$ cat config.mk
export PLATFORM = sky130hd
export DESIGN_NAME = mem_wb_pipe_reg
export DESIGN_NICKNAME = d
export VERILOG_FILES = /design/src/rtl/mem_wb_pipe_reg_pkg.sv /design/src/rtl/mem_wb_pipe_reg_wb_select.sv /design/src/rtl/mem_wb_pipe_reg.sv
export SDC_FILE = /design/constraint.sdc
export NUM_CORES = 1
export LEC_CHECK = 0
export CAP_MARGIN = 40
export CORE_UTILIZATION = 41
export DETAILED_ROUTE_END_ITERATION = 16
export PLACE_DENSITY = 0.86
export SLEW_MARGIN = 10
export SYNTH_ARGS = -nofsm -noshare
export SYNTH_HDL_FRONTEND = slang
export SYNTH_SLANG_ARGS = --single-unit
export TNS_END_PERCENT = 10
$ cat constraint.sdc
create_clock -name clk -period 6.2 [get_ports clk]
set_clock_uncertainty 0.1 [all_clocks]
set_input_delay 1.55 -clock clk [delete_from_list [all_inputs] [get_ports clk]]
set_output_delay 1.55 -clock clk [all_outputs]
set_load 0.1 [all_outputs]
$ cat src/rtl/mem_wb_pipe_reg_pkg.sv
// Shared pipeline definitions for the MEM/WB boundary: datapath widths and
// write-back control encoding, also used by EX/MEM and the register file.
package mem_wb_pipe_reg_pkg;
    localparam int DATA_W      = 32;
    localparam int REG_ADDR_W  = 5;

    localparam int WB_REGWRITE = 1;
    localparam int WB_MEMTOREG = 0;

    typedef logic [1:0] wb_ctrl_t;

    localparam wb_ctrl_t WB_BUBBLE = 2'b00;
endpackage

$ cat src/rtl/mem_wb_pipe_reg_wb_select.sv
// Write-back data mux and register-file write enable; writes to $zero are
// suppressed here so no downstream stage has to special-case register 0.
module wb_select
    import mem_wb_pipe_reg_pkg::*;
#(
    parameter int DW = mem_wb_pipe_reg_pkg::DATA_W,
    parameter int AW = mem_wb_pipe_reg_pkg::REG_ADDR_W
) (
    input  wb_ctrl_t        ctrl_i,
    input  logic [DW-1:0]   rd_data_i,
    input  logic [DW-1:0]   alu_res_i,
    input  logic [AW-1:0]   dst_i,
    output logic            reg_write_o,
    output logic [DW-1:0]   write_data_o
);
    always_comb begin
        reg_write_o  = ctrl_i[WB_REGWRITE] && (dst_i != '0);
        write_data_o = ctrl_i[WB_MEMTOREG] ? rd_data_i : alu_res_i;
    end
endmodule

$ cat src/rtl/mem_wb_pipe_reg.sv
// MEM/WB pipeline register: captures MEM results on a data-cache hit and
// turns a miss into a write-back bubble while holding the datapath fields.
module mem_wb_pipe_reg #(
    parameter int DATA_W     = mem_wb_pipe_reg_pkg::DATA_W,
    parameter int REG_ADDR_W = mem_wb_pipe_reg_pkg::REG_ADDR_W
) (
    input  logic                  clk,
    input  logic                  rst,
    input  logic                  data_hit,
    input  logic [1:0]            control_wb_in,
    input  logic [DATA_W-1:0]     Read_data_in,
    input  logic [DATA_W-1:0]     ALU_result_in,
    input  logic [REG_ADDR_W-1:0] Write_reg_in,
    output logic [1:0]            control_wb_out,
    output logic [DATA_W-1:0]     Read_data_out,
    output logic [DATA_W-1:0]     ALU_result_out,
    output logic [REG_ADDR_W-1:0] Write_reg_out,
    output logic                  reg_write,
    output logic [DATA_W-1:0]     write_data
);
    import mem_wb_pipe_reg_pkg::*;

    wb_ctrl_t              ctrl_q,  ctrl_d;
    logic [DATA_W-1:0]     rdata_q, rdata_d;
    logic [DATA_W-1:0]     alu_q,   alu_d;
    logic [REG_ADDR_W-1:0] wreg_q,  wreg_d;

    // Only the control word needs clearing on a miss; the data fields are
    // held so their values stay stable while the bubble is in WB.
    always_comb begin
        ctrl_d  = WB_BUBBLE;
        rdata_d = rdata_q;
        alu_d   = alu_q;
        wreg_d  = wreg_q;
        if (data_hit) begin
            ctrl_d  = control_wb_in;
            rdata_d = Read_data_in;
            alu_d   = ALU_result_in;
            wreg_d  = Write_reg_in;
        end
    end

    always_ff @(posedge clk or posedge rst) begin
        if (rst) begin
            ctrl_q  <= WB_BUBBLE;
            rdata_q <= '0;
            alu_q   <= '0;
            wreg_q  <= '0;
        end else begin
            ctrl_q  <= ctrl_d;
            rdata_q <= rdata_d;
            alu_q   <= alu_d;
            wreg_q  <= wreg_d;
        end
    end

    assign control_wb_out = ctrl_q;
    assign Read_data_out  = rdata_q;
    assign ALU_result_out = alu_q;
    assign Write_reg_out  = wreg_q;

    wb_select #(
        .DW (DATA_W),
        .AW (REG_ADDR_W)
    ) u_wb_select (
        .ctrl_i       (ctrl_q),
        .rd_data_i    (rdata_q),
        .alu_res_i    (alu_q),
        .dst_i        (wreg_q),
        .reg_write_o  (reg_write),
        .write_data_o (write_data)
    );
endmodule

==> results of run 1 <==
-- logic make-up after synthesis --
kind of cell    Yosys count  share of synthesized area, %
compound gates            1                         0.248
buf+inv                  13                          2.93
flops                    71                          58.6
mux                     101                          37.5
simple gates              3                         0.661
-- synth_stat cells --
library cell and count:
or4_1 1, inv_1 1, clkbuf_2 1, and2_1 2, buf_4 10, mux2_2 99, dfrtp_1 71, mux2_1 2
buf_2 1, o21a_1 1
-- metrics by stage --
stage / worst slack, ps / instance area [µm²]
after global placement: 1840 / 4850
after floorplan: 2470 / 3030
==> impl_metrics.yaml, run 1 <==
placed_design:
  routabilityCongestion: 0.721
  portBuffers: 177
  dp_hpwl_um: 9680
run_status:
  haltStage: "detailed placement (3_5_place_dp)"
  status: "aborted with a tool error"
  error: "[ERROR DPL-0033] detailed placement checks failed during check placement."
die:
  fp-row-count: 30
  die_w_um: 88.0
  die_y_um: 88.0
  ios: 178
  initial_utilization_pct: 43.4
yosys:
  syn_area_um2: 3030
  synth-seq-cells: 71
  ys_seq_area_share_pct: 58.6
  ys_types: 10
  synth_top_area_share_pct: 58.6
  syn_avg_cell_area_um2: 16.0
  synth_nets: 263
  synthTopCellsByArea: "dfrtp_1 (59%), mux2_2 (37%), buf_4 (2.5%)"
  syn_inst: 189
  yosys_warnings: 0
  yosysTopAreaCell: "dfrtp_1"
==> inputs of run 2 (changes only) <==
--- a/config.mk
+++ b/config.mk
@@ -6,9 +6,9 @@
 export NUM_CORES = 1
 export LEC_CHECK = 0
 export CAP_MARGIN = 40
-export CORE_UTILIZATION = 41
+export CORE_UTILIZATION = 40
 export DETAILED_ROUTE_END_ITERATION = 16
-export PLACE_DENSITY = 0.86
+export PLACE_DENSITY_LB_ADDON = 0.15
 export SLEW_MARGIN = 10
 export SYNTH_ARGS = -nofsm -noshare
 export SYNTH_HDL_FRONTEND = slang
==> run 2 against run 1 <==
Effect of this change: the run now ends clean; synthesized area is the same; synthesized cell count is the same.
==> impl_metrics.yaml, run 2 <==
yosys:
  yosys_warnings: 0
  synth_common_cells: "mux2_2 (99), dfrtp_1 (71), buf_4 (10)"
  synthSimpleGateAreaFrac_pct: 0.661
  synth_top_family_by_area: "multiplexers"
  syn_area_um2: 3030
  synth_nets: 263
  synth-compound-area-share_pct: 0.248
  synthTopCellsByArea: "dfrtp_1 (59%), mux2_2 (37%), buf_4 (2.5%)"
  syn_inst: 189
  yosysMostFrequentCell: "mux2_2"
  synth_edf_count: 0
  async_flop_share_pct: 100
  syn_avg_cell_area_um2: 16.0
  yosysTopAreaCell: "dfrtp_1"
  synth-seq-cells: 71
  ys_types: 10
  ys_seq_area_share_pct: 58.6
  synthMuxAreaShare_pct: 37.5
  synth-xor-area-share_pct: 0
  synth_flop_cell: "dfrtp_1"
  synthAdderAreaFrac_pct: 0
  synth_top_area_share_pct: 58.6
critical_path:
  required_ps: 4550
  path_class: "flip-flop to output port"
  arrival_ps: 2450
  startpoint_type: "flip-flop"
  cp_max_fo: 26
  critPathCaptureType: "output port"
flow_run:
  drv_cap: 0
routing:
  wire_per_inst_um: 21.6
  vias_per_cell: 4.98
  drcViolationCount: 0
  num_vias: 2862
  drt-total-wl_um: 12400
  first_iter_violations: 111
  antenna_left: 0
  dr.pass1.iters: 4
die:
  die_area_um2: 7930
  fp.coreArea_um2: 7290
  fp-row-count: 31
  ios: 178
  die_w_um: 89.0
  die_y_um: 89.0
  initial_utilization_pct: 41.6
pwr:
  power_leakage_nw: 2.84
  ir_drop_mv: 0.231
  fin_total_pwr_mw: 2.04
  pwr_density_cell_nw_per_um2: 304
worst_hold_path:
  min_path_type: "flip-flop to flip-flop"
clock_network:
  cts_tree: "built"
  htreeDepth: 3
  cts_hold_buf: 0
  root_buffer: "clkbuf_8"
  cts_buffer_depth: 2
  post_cts_buffers: 0
  cts_buffers: 9
  cts.sinks: 71
  ctsResizeCount: 0
  clkLatencyLatePin_ps: 360
  clk_pin_slew_worst_paths_ps: 80
cells_and_area:
  final_common_cell: "clkdlybuf4s50_1"
  nets: 546
  fill_cells: 247
  drive_above_1_share_pct: 45.8
  final_cell_mix: "clkdlybuf4s50_1 (176), mux2_2 (99), buf_8 (96), dfrtp_1 (71), clkbuf_8 (9)"
  n_antenna_cell: 0
  syn_to_final_growth_pct: 121
sta:
  finalCritPeriodShare_pct: 66.1
  setup_viol_count_final: 0
  setup_slack_ps: 2100
  worstMarginPinSlew_ps: 836
  hold_viol: 0
  rsz0062_at_grt: "false"
  slew_viol_final: 0
  fmaxAchievable_mhz: 244
  fin_tns_setup_ps: 0
  slew_headroom_pct: 44.3
  period_needed_ps: 4100
placed_design:
  portBuffers: 177
  dp_hpwl_um: 8560
  pre_cts_ws_ps: 2510
  routabilityCongestion: 0.732
grt:
  first_global_vias: 3269
  antenna_found_initial: 0
  grt_use_total_pct: 32.6
  grt_pass1_wl_um: 18200
  grt_max_degree: 43
  overflow: 0
run_status:
  status: "finished clean"
-- run 2: cell counts after synthesis --
Identical to the previous run, type by type.
-- run 2: worst max-delay path, cell delays in order, from the launching register on --
cell and delay [ps]:
dfrtp_1 550, buf_4 440, mux2_2 380, clkdlybuf4s50_1 500
buf_16 210
-- run 2: final cells by class --
type	instances	area (µm²)	area share (%)
multi-input combinational	105	1160	17.4
clock buffer	14	143	2.13
timing repair buffer	284	3450	51.6
sequential	71	1780	26.5
clock inverter	1	30.0	0.449
inverter	1	3.75	0.0561
tap	99	124	1.85
-- run 2: power breakdown --
group | switching, mW | internal, mW | leakage (nW)
sequential | 0.0446 | 0.509 | 0.833
clock | 0.172 | 0.185 | 0.0847
combinational | 0.696 | 0.430 | 1.92
total | 0.913 | 1.12 | 2.84
-- run 2: per-stage QoR --
stage                     area, µm²  util [%]  instances  hold WS, ps
after CTS                      6690      91.8        575          447
final                          6690      91.8        575          442
after global routing           6690      91.8        575          469
after global placement         4860      66.6        456          410
after floorplan                3030         -        189         1090
after detailed placement       6520      89.4        560          422
-- run 2: per-layer routing --
metal / wire length [µm] / vias to the layer above / global-route usage (%)
met5: 0 / - / 0
met4: 651 / 0 / 20.5
met3: 854 / 54 / 10.1
met2: 6640 / 165 / 58.4
met1: 4300 / 1411 / 33.2
li1: - / 1232 / -
-- run 2: worst paths after layout --
check	startpoint	endpoint	slack, ps	depth (start not counted)
max	control_wb_out[0]	write_data[15]	2100	4
min	ALU_result_out[28]	ALU_result_out[28]	440	1
max reg2reg	ALU_result_out[6]	ALU_result_out[6]	5260	1
min reg2reg	ALU_result_out[28]	ALU_result_out[28]	440	1
max in group asynchronous	rst	Read_data_out[6]	3460	3
min in group asynchronous	rst	ALU_result_out[10]	1520	2
-- run 2: kinds of logic (layout without fill, tap and decap cells) --
group | count (synthesis) | after routing
buf+inv | 13 | 300
simple gates | 3 | 3
mux | 101 | 101
flops | 71 | 71
compound gates | 1 | 1
Note: power is estimated with default switching activity, not from simulation.
